$ cat src/rtl/alu_exec_stage_if.sv
// Execute-stage bus bundle: operand, control and result signals.
//  master : the side that drives pc/operands/control and consumes results
//  slave  : the execute stage itself (alu_exec_stage)
//  Inputs to the stage: pc, read_data1, read_data2, ext_offset, alu_src,
//                       alu_op, funct, branch
//  Outputs of the stage: alu_sel (combinational), alu_result, zf, pc_plus4,
//                        branch_target, take_branch, ovf (all registered)
interface alu_exec_stage_if;
  logic [31:0] pc;
  logic [31:0] read_data1;
  logic [31:0] read_data2;
  logic [31:0] ext_offset;
  logic        alu_src;
  logic [2:0]  alu_op;
  logic [5:0]  funct;
  logic        branch;
  logic [3:0]  alu_sel;
  logic [31:0] alu_result;
  logic        zf;
  logic [31:0] pc_plus4;
  logic [31:0] branch_target;
  logic        take_branch;
  logic        ovf;

  modport master (
    output pc, read_data1, read_data2, ext_offset, alu_src, alu_op, funct, branch,
    input  alu_sel, alu_result, zf, pc_plus4, branch_target, take_branch, ovf
  );

  modport slave (
    input  pc, read_data1, read_data2, ext_offset, alu_src, alu_op, funct, branch,
    output alu_sel, alu_result, zf, pc_plus4, branch_target, take_branch, ovf
  );
endinterface

$ cat src/rtl/alu_exec_stage.sv
// Registered execute stage of a single-cycle MIPS-style datapath.
// Combines ALU-control decode (alu_op + funct -> 4-bit select), a 32-bit ALU
// with zero flag, and the pc+4 / branch-target adders. All results are
// captured on the rising clock edge (1-cycle latency); only alu_sel is
// combinational.
// Ports:
//  clk  - system clock, rising edge
//  rst  - asynchronous active-high reset, clears all registered outputs
//  bus  - alu_exec_stage_if.slave (operands/control in, results out)
// Optional feature: define ALU_OVF_EN to generate the signed-overflow flag
// for ADD/SUB; otherwise ovf is tied to 0.
module alu_exec_stage (
  input  logic              clk,
  input  logic              rst,
  alu_exec_stage_if.slave   bus
);

  localparam int unsigned DATA_W = 32;
  localparam int unsigned SEL_W  = 4;

  localparam logic [SEL_W-1:0] SEL_AND = 4'b0000;
  localparam logic [SEL_W-1:0] SEL_OR  = 4'b0001;
  localparam logic [SEL_W-1:0] SEL_ADD = 4'b0010;
  localparam logic [SEL_W-1:0] SEL_XOR = 4'b0011;
  localparam logic [SEL_W-1:0] SEL_SUB = 4'b0110;
  localparam logic [SEL_W-1:0] SEL_SLT = 4'b0111;
  localparam logic [SEL_W-1:0] SEL_NOR = 4'b1100;
  localparam logic [SEL_W-1:0] SEL_BAD = 4'b1111;

  logic [SEL_W-1:0]  alu_sel_c;
  logic [DATA_W-1:0] op1;
  logic [DATA_W-1:0] op2;

  logic [DATA_W-1:0] alu_result_d,    alu_result_q;
  logic              zf_d,            zf_q;
  logic [DATA_W-1:0] pc_plus4_d,      pc_plus4_q;
  logic [DATA_W-1:0] branch_target_d, branch_target_q;
  logic              take_branch_d,   take_branch_q;

  // ALU-control decode: alu_op selects directly, or defers to funct for R-type
  always_comb begin
    alu_sel_c = SEL_BAD;
    unique case (bus.alu_op)
      3'b000: alu_sel_c = SEL_ADD;
      3'b001: alu_sel_c = SEL_SUB;
      3'b010: begin
        unique case (bus.funct)
          6'b100000: alu_sel_c = SEL_ADD;
          6'b100010: alu_sel_c = SEL_SUB;
          6'b100100: alu_sel_c = SEL_AND;
          6'b100101: alu_sel_c = SEL_OR;
          6'b100110: alu_sel_c = SEL_XOR;
          6'b100111: alu_sel_c = SEL_NOR;
          6'b101010: alu_sel_c = SEL_SLT;
          default:   alu_sel_c = SEL_BAD;
        endcase
      end
      3'b011: alu_sel_c = SEL_AND;
      3'b100: alu_sel_c = SEL_OR;
      3'b101: alu_sel_c = SEL_SLT;
      3'b110: alu_sel_c = SEL_XOR;
      3'b111: alu_sel_c = SEL_NOR;
      default: alu_sel_c = SEL_BAD;
    endcase
  end

  assign bus.alu_sel = alu_sel_c;
  assign op1 = bus.read_data1;
  assign op2 = bus.alu_src ? bus.ext_offset : bus.read_data2;

  // ALU, zero flag and PC adders; zf/take_branch use the result being registered
  always_comb begin
    alu_result_d = '0;
    unique case (alu_sel_c)
      SEL_ADD: alu_result_d = op1 + op2;
      SEL_SUB: alu_result_d = op1 - op2;
      SEL_AND: alu_result_d = op1 & op2;
      SEL_OR:  alu_result_d = op1 | op2;
      SEL_XOR: alu_result_d = op1 ^ op2;
      SEL_NOR: alu_result_d = ~(op1 | op2);
      SEL_SLT: alu_result_d = DATA_W'(($signed(op1) < $signed(op2)) ? 1 : 0);
      default: alu_result_d = '0;
    endcase
    zf_d            = (alu_result_d == '0);
    take_branch_d   = bus.branch & zf_d;
    pc_plus4_d      = bus.pc + DATA_W'(4);
    branch_target_d = pc_plus4_d + {bus.ext_offset[DATA_W-3:0], 2'b00};
  end

  always_ff @(posedge clk or posedge rst) begin
    if (rst) begin
      alu_result_q    <= '0;
      zf_q            <= 1'b0;
      pc_plus4_q      <= '0;
      branch_target_q <= '0;
      take_branch_q   <= 1'b0;
    end else begin
      alu_result_q    <= alu_result_d;
      zf_q            <= zf_d;
      pc_plus4_q      <= pc_plus4_d;
      branch_target_q <= branch_target_d;
      take_branch_q   <= take_branch_d;
    end
  end

  assign bus.alu_result    = alu_result_q;
  assign bus.zf            = zf_q;
  assign bus.pc_plus4      = pc_plus4_q;
  assign bus.branch_target = branch_target_q;
  assign bus.take_branch   = take_branch_q;

`ifdef ALU_OVF_EN
  logic ovf_d, ovf_q;

  // Signed overflow: ADD when operand signs match and result sign flips;
  // SUB when operand signs differ and result sign differs from op1.
  always_comb begin
    ovf_d = 1'b0;
    if (alu_sel_c == SEL_ADD)
      ovf_d = (op1[DATA_W-1] == op2[DATA_W-1]) && (alu_result_d[DATA_W-1] != op1[DATA_W-1]);
    else if (alu_sel_c == SEL_SUB)
      ovf_d = (op1[DATA_W-1] != op2[DATA_W-1]) && (alu_result_d[DATA_W-1] != op1[DATA_W-1]);
  end

  always_ff @(posedge clk or posedge rst) begin
    if (rst) ovf_q <= 1'b0;
    else     ovf_q <= ovf_d;
  end

  assign bus.ovf = ovf_q;
`else
  assign bus.ovf = 1'b0;
`endif

endmodule

$ cat src/flat_wrapper.sv
// flat-port wrapper written by rule: the top's interface ports become plain ports
module alu_exec_stage_flat 
  (clk, rst, bus_pc, bus_read_data1, bus_read_data2, bus_ext_offset, bus_alu_src, bus_alu_op, bus_funct, bus_branch, bus_alu_sel, bus_alu_result, bus_zf, bus_pc_plus4, bus_branch_target, bus_take_branch, bus_ovf);
  alu_exec_stage_if bus_i ();
  input  logic clk;
  input  logic rst;
  input wire logic [$bits(bus_i.pc)-1:0] bus_pc;
  input wire logic [$bits(bus_i.read_data1)-1:0] bus_read_data1;
  input wire logic [$bits(bus_i.read_data2)-1:0] bus_read_data2;
  input wire logic [$bits(bus_i.ext_offset)-1:0] bus_ext_offset;
  input wire logic [$bits(bus_i.alu_src)-1:0] bus_alu_src;
  input wire logic [$bits(bus_i.alu_op)-1:0] bus_alu_op;
  input wire logic [$bits(bus_i.funct)-1:0] bus_funct;
  input wire logic [$bits(bus_i.branch)-1:0] bus_branch;
  output wire logic [$bits(bus_i.alu_sel)-1:0] bus_alu_sel;
  output wire logic [$bits(bus_i.alu_result)-1:0] bus_alu_result;
  output wire logic [$bits(bus_i.zf)-1:0] bus_zf;
  output wire logic [$bits(bus_i.pc_plus4)-1:0] bus_pc_plus4;
  output wire logic [$bits(bus_i.branch_target)-1:0] bus_branch_target;
  output wire logic [$bits(bus_i.take_branch)-1:0] bus_take_branch;
  output wire logic [$bits(bus_i.ovf)-1:0] bus_ovf;
  assign bus_i.pc = bus_pc;
  assign bus_i.read_data1 = bus_read_data1;
  assign bus_i.read_data2 = bus_read_data2;
  assign bus_i.ext_offset = bus_ext_offset;
  assign bus_i.alu_src = bus_alu_src;
  assign bus_i.alu_op = bus_alu_op;
  assign bus_i.funct = bus_funct;
  assign bus_i.branch = bus_branch;
  assign bus_alu_sel = bus_i.alu_sel;
  assign bus_alu_result = bus_i.alu_result;
  assign bus_zf = bus_i.zf;
  assign bus_pc_plus4 = bus_i.pc_plus4;
  assign bus_branch_target = bus_i.branch_target;
  assign bus_take_branch = bus_i.take_branch;
  assign bus_ovf = bus_i.ovf;
  alu_exec_stage u_core (.clk(clk), .rst(rst), .bus(bus_i));
endmodule
$ cat config.mk
export PLATFORM = sky130hd
export DESIGN_NAME = alu_exec_stage_flat
export DESIGN_NICKNAME = d
export VERILOG_FILES = /design/src/rtl/alu_exec_stage_if.sv /design/src/rtl/alu_exec_stage.sv /design/src/flat_wrapper.sv
export SDC_FILE = /design/constraint.sdc
export NUM_CORES = 1
export LEC_CHECK = 0
export CELL_PAD_IN_SITES_DETAIL_PLACEMENT = 0
export CELL_PAD_IN_SITES_GLOBAL_PLACEMENT = 1
export CORE_MARGIN = 10
export CORE_UTILIZATION = 35
export DETAILED_ROUTE_END_ITERATION = 7
export PLACE_DENSITY = 0.78
export SKIP_LAST_GASP = 1
export SLEW_MARGIN = 20
export SYNTH_ARGS = -nofsm -noshare
export SYNTH_HDL_FRONTEND = slang
export SYNTH_SLANG_ARGS = --single-unit
$ cat constraint.sdc
create_clock -name clk -period 4.4 [get_ports clk]
set_input_delay 1.32 -clock clk [delete_from_list [all_inputs] [get_ports clk]]
set_output_delay 1.32 -clock clk [all_outputs]
set_load 0.01 [all_outputs]
After elaboration in Yosys (flattened, before gate mapping)
Index checks and enable logic that the tools add are counted.
Word-level totals
  bits in registers: 98
  bits of input ports: 141
  output and inout bits: 103
  word-level logic and storage cells: 43
Operators by class
  add/subtract/negate cells: 4
  order comparisons: 1
  eq/ne operators: 20
  muxes and demuxes: 5
  bitwise gates (word level): 5
  reductions and logical operators: 3
Operators with widths (number)
  one-hot mux 32 bit (7 select lines): 1
  adder 32 bit: 2
  == test 6 bit (second input constant): 7
  adder 32 x 3 -> 32 bit (second input constant): 1
  AND 32 bit: 1
  logical NOT 32 bit: 1
  less-than comparator 32 bit: 1
  two-way mux 32 bit: 1
  NOT 32 bit: 1
  bitwise OR 32 bit: 1
  one-hot mux 4 bit (8 select lines): 1
  subtractor 32 bit: 1
  XOR 32 bit: 1
  one-hot mux 4 bit (7 select lines): 1
  == test 3 bit (second input constant): 4
  == test 4 x 2 -> 1 bit (second input constant): 2
  == test 4 x 3 -> 1 bit (second input constant): 2
  == test 3 x 2 -> 1 bit (second input constant): 2
  == test 4 x 1 -> 1 bit (second input constant): 1
  == test 4 bit (second input constant): 1
  logical NOT 4 bit: 1
  == test 3 x 1 -> 1 bit (second input constant): 1
  logical NOT 3 bit: 1
  AND 1 bit: 1
  two-way mux 1 bit: 1

Logic depth before layout (Yosys ltp)
  word-level depth: 7
  gate-level depth with buffers: 19
  mapped depth without buffers: 19

Worst setup path after synthesis
No wires, ideal clock.
  path type: input to register
  from: in bus_alu_src
  to: reg u_core.take_branch_q, in the netlist u_core.bus.take_branch
  setup time: 0.096 ns
  arrival: 5.934 ns
  data required time: 4.304 ns
  setup slack: -1.630 ns
  stages on the path: 17
  buffers on the path: 2
  cells stage by stage: clkbuf_1 buf_1 mux2i_1 inv_1 ha_1 fa_1 a21o_1 a22o_1 nor4b_1 o31a_1 o21ai_1 xnor2_1 o221ai_1 or4_1 or4b_1 or4_4 nor4_2
Between the ends
  cells in the longest elaborated chain, start to end: 6
  elaborated cells on any way between the ends: 12
  classes of those cells: add/sub (2); order compare (1); mux (3); bitwise (5); reduce/logical (1)
RTL lines
  start: declaration: RTL line flat_wrapper.sv:11  | input wire logic [$bits(bus_i.alu_src)-1:0] bus_alu_src;
  two-way mux 32 bit (*): RTL line alu_exec_stage.sv:69  | assign op2 = bus.alu_src ? bus.ext_offset : bus.read_data2;
  parallel branches: the longest is 2 deep, another holds subtractor 32 bit
  one-hot mux 32 bit (7 select lines) (*): RTL line alu_exec_stage.sv:74  | unique case (alu_sel_c)
  net u_core.alu_result_d[20]: RTL line alu_exec_stage.sv:34  | logic [DATA_W-1:0] alu_result_d, alu_result_q;
  logical NOT 32 bit (*): RTL line alu_exec_stage.sv:84  | zf_d = (alu_result_d == '0);
  AND 1 bit (*): RTL line alu_exec_stage.sv:85  | take_branch_d = bus.branch & zf_d;
  net u_core.take_branch_d: RTL line alu_exec_stage.sv:38  | logic take_branch_d, take_branch_q;
  end signal: assignment: RTL line alu_exec_stage.sv:102  | take_branch_q <= take_branch_d;
  end: declaration: RTL line alu_exec_stage.sv:38
Mark *: on every way through the listed nets, which the timed path passes.

Worst setup path after layout
  from: in bus_read_data2[4]
  to: reg u_core.take_branch_q, in the netlist u_core.bus.take_branch
Between the ends
  elaborated cells on any way between the ends: 12
  classes of those cells: add/sub (2); order compare (1); mux (3); bitwise (5); reduce/logical (1)
RTL lines
  start: declaration: RTL line flat_wrapper.sv:9  | input wire logic [$bits(bus_i.read_data2)-1:0] bus_read_data2;
  two-way mux 32 bit (*): RTL line alu_exec_stage.sv:69
  subtractor 32 bit or adder 32 bit (tied branches): RTL line alu_exec_stage.sv:76, alu_exec_stage.sv:75
  one-hot mux 32 bit (7 select lines) (*): RTL line alu_exec_stage.sv:74
  net u_core.alu_result_d[12]: RTL line alu_exec_stage.sv:34
  logical NOT 32 bit (*): RTL line alu_exec_stage.sv:84
  AND 1 bit (*): RTL line alu_exec_stage.sv:85
  net u_core.take_branch_d: RTL line alu_exec_stage.sv:38
The timed path passes the listed nets; every way through them passes the cells marked *.

==> impl_metrics.csv <==
group,metric,value,unit
outcome,outcome,"finished, violations left",
outcome,violations,"setup timing",
floorplanning,die_h,196.2,microns
sta,clock.fmax,196.1,MHz
sta,drv_slew,0,
power_and_ir_drop,power.density,241.1,mW/mm^2
grt,antenna_found_initial,0,
yosys,synth_top_area_cell,"dfrtp_1",
layout,mostFrequentLayoutCell,"buf_4",
placed_design,hpwl,41690,microns
setup_path,crit_start,"bus_read_data2[4]",
yosys,ys.flop_type,"dfrtp_1",
placed_design,gp_congestion,0.9525,
layout,fin_util,0.6513,
detailed_routing,post_drt_wl_per_cell,20.60,microns
grt,grt_pass1_vias,13970,
yosys,synthesis.area,0.01086,sq mm
power_and_ir_drop,total_power,4.804,mW
yosys,synth_top_area_share,0.2212,
layout,design_area,0.01992,sq mm
detailed_routing,wl_met2,25930,microns
yosys,synthArstFlopShare,1.000,
power_and_ir_drop,p_sw,1.817,mW
power_and_ir_drop,p_seq_frac,0.220,
floorplanning,dieArea,0.03847,sq mm
sta,min_period,5100,ps
yosys,synth_area_leaders,"dfrtp_1, ha_1, a21oi_1, xnor2_1, inv_1",
setup_path,cp-end-kind,"flop",
clocking,clk_pin_slew,70,ps
clocking,h-tree-depth,3,
setup_path,worstPathRequired,4680,ps
layout,syn2layout_area_growth,83.46,%
sta,worstMarginPinSlew,631.1,ps
sta,setup_viol,4,
setup_path,startpoint_type,"primary input",
power_and_ir_drop,p_leak,9.409,nW
detailed_routing,viasPerCell,5.393,
floorplanning,coreArea,0.03059,sq mm
detailed_routing,detail-route-antenna-nets,0,
sta,setup_slack,-700.3,ps
yosys,syn_inst,1341,
clocking,cts_tree,"yes",
layout,drive_gt1_frac,0.4052,
yosys,synth_edf_count,0,
sta,hold_viol,0,
grt,grt_usage,0.2552,
placed_design,place_ws,-1695,ps
sta,rsz0062_at_grt,"true",
floorplanning,ios,244,
power_and_ir_drop,swShare,0.3781,
setup_path,worst-setup-path-type,"primary input to flop",
power_and_ir_drop,ir_drop,0.1965,mV
power_and_ir_drop,p_int,2.988,mW
placed_design,placed_area,0.01785,sq mm
layout,finalNetCount,2417,
yosys,ys_seq_area_frac,0.2212,
detailed_routing,m1WireLength,22120,microns
sta,fin_crit_sh,1.159,
detailed_routing,top_layer_used,"met4",
grt,grt_pass1_wl,78390,microns
yosys,synth_warnings,0,
sta,slew_headroom,0.5770,
yosys,synth-seq-cells,96,
power_and_ir_drop,p_clk_frac,0.170,
floorplanning,start_util,0.3550,
setup_path,crit_end,"u_core.bus.take_branch",
detailed_routing,wl_met3,3016,microns
detailed_routing,dr.pass1.iters,8,
clocking,cts_buffers,9,
grt,grt_overflow,0,
power_and_ir_drop,combinationalPowerShare,0.609,
layout,fin_cells,2531,
yosys,ys_types,90,
layout,layout_common_cells,"buf_4, clkdlybuf4s50_1, ha_1, inv_1",
grt,grt_max_degree,58,
detailed_routing,drt_first_iter_violations,925,
placed_design,place_inst,2459,
detailed_routing,routed-via-count,13650,
setup_path,cp_max_fo,6,
floorplanning,placementRows,64,
clocking,max-clock-path-buffers,2,
floorplanning,die_w,196.2,microns
placed_design,numPortBuffers,242,
hold_path,hp-class,"primary input to flop",
clocking,clock-root-buffer,"clkbuf_16",
layout,antenna_cells,0,
detailed_routing,drt_wl_total,52150,microns
clocking,cts_sinks,96,
detailed_routing,drc,0,
setup_path,arrival,5380,ps
yosys,synth_nets,1628,
yosys,syn_area_per_cell,8.099,sq um
flow_run,cap_violations,0,
[cells by family (layout without fill, tap and decap cells)]
| group | Yosys count | count (layout) | synth area share |
|---|---|---|---|
| other cells | 1 | 1 | 0.0003453 |
| mux | 41 | 41 | 0.03802 |
| fa+ha+maj | 146 | 146 | 0.1703 |
| xor+xnor | 66 | 66 | 0.05323 |
| compound gates | 435 | 435 | 0.2782 |
| flops | 96 | 96 | 0.2212 |
| buf+inv | 178 | 972 | 0.06313 |
| simple gates | 378 | 378 | 0.1756 |
[cell type report]
class                           instances  area (sq um)
Clock inverter                          5         56.30
Clock buffer                           11         232.7
Tap cell                              396         495.5
Timing Repair Buffer                  841          7083
Inverter                              115         434.2
Multi-Input combinational cell       1067          9220
Fill cell                            2604         10670
Sequential cell                        96          2402
[cell usage after synthesis, types with 5 or more instances]
master and number:
a31oi_1 14, o221ai_1 14, nand2_1 85, nor3b_1 5
o211a_1 6, o31a_1 6, a211oi_1 10, o21ai_0 50
ha_1 143, o22ai_1 17, or3_1 7, a21oi_1 125
nand4_1 7, nor3_1 21, and3_1 19, or2_2 5
mux2i_1 39, a2bb2oi_1 5, nor4_1 13, o31ai_1 17
a2111oi_0 5, nand3b_1 6, a221o_1 9, dfrtp_1 96
o211ai_1 15, nand3_1 42, and4_1 5, o21a_1 8
a221oi_1 17, a22oi_1 5, nand2b_1 20, clkbuf_1 50
a21o_1 30, and2_1 9, xnor2_1 49, nor2b_1 12
buf_1 5, nor2_1 103, a211o_1 9, a21boi_0 7
inv_1 113, xor2_1 17, o21bai_1 12
[what timing repair did]
| action | in CTS | in global routing |
|---|---|---|
| pin swaps | 63 | 75 |
| endpoints found under the setup margin | 26 | 22 |
| hold buffers | 0 | 0 |
| buffers inserted | 41 | 18 |
| resized for setup | 192 | 140 |
[worst max-delay path, stage by stage]
cell             delay (ps)
clkdlybuf4s50_1         410
mux2i_2                 190
buf_4                   160
ha_4                    220
a21o_1                  210
a22o_4                  290
nor4b_4                 290
o31a_1                  220
buf_4                   120
xor2_1                  140
o221ai_1                140
or4_1                   530
or4b_4                  530
or4_4                   450
nor4_2                  140
[metal layers]
metal  track usage  vias to the layer above
met5             0                        -
met4       0.06476                        0
met3       0.04160                       77
met2        0.4473                      495
met1        0.3170                     6597
li1              -                     6481
[flip-flops by register name, summed over array words and instances, names as in the netlist]
signal / flops
u_core.bus.branch_target: 30
u_core.bus.take_branch: 1
u_core.bus.alu_result: 32
u_core.bus.pc_plus4: 32
u_core.bus.zf: 1
[worst min-delay path by stage]
stage / start / to / slack (ps) / depth (start not counted)
floorplan: bus_pc[0] / u_core.bus.pc_plus4[0] / 1350 / 0
global placement: rst / u_core.bus.branch_target[14] / 1760 / 2
detailed placement: rst / u_core.bus.branch_target[14] / 1760 / 2
CTS: bus_ext_offset[0] / u_core.bus.branch_target[2] / 1300 / 3
global route: bus_pc[5] / u_core.bus.pc_plus4[5] / 1280 / 3
finish: bus_pc[5] / u_core.bus.pc_plus4[5] / 1270 / 3
[power groups by stage]
stage,sequential (mW),clock (mW),combinational (mW)
global placement,1.07,0,2.57
finish,1.06,0.818,2.93
floorplan,1.14,0,1.01
CTS,1.06,0.839,2.75
detailed placement,1.07,0,2.59
global route,1.07,0.873,3.12
[per-stage QoR]
step	hold WS, ps	TNS, ps
after global placement	1760	-19940
after global routing	1276	-2180
after floorplan	1351	-1932
final	1268	-1458
after CTS	1299	-1534
after detailed placement	1764	-22200
Power figures use the tool's default switching activity.
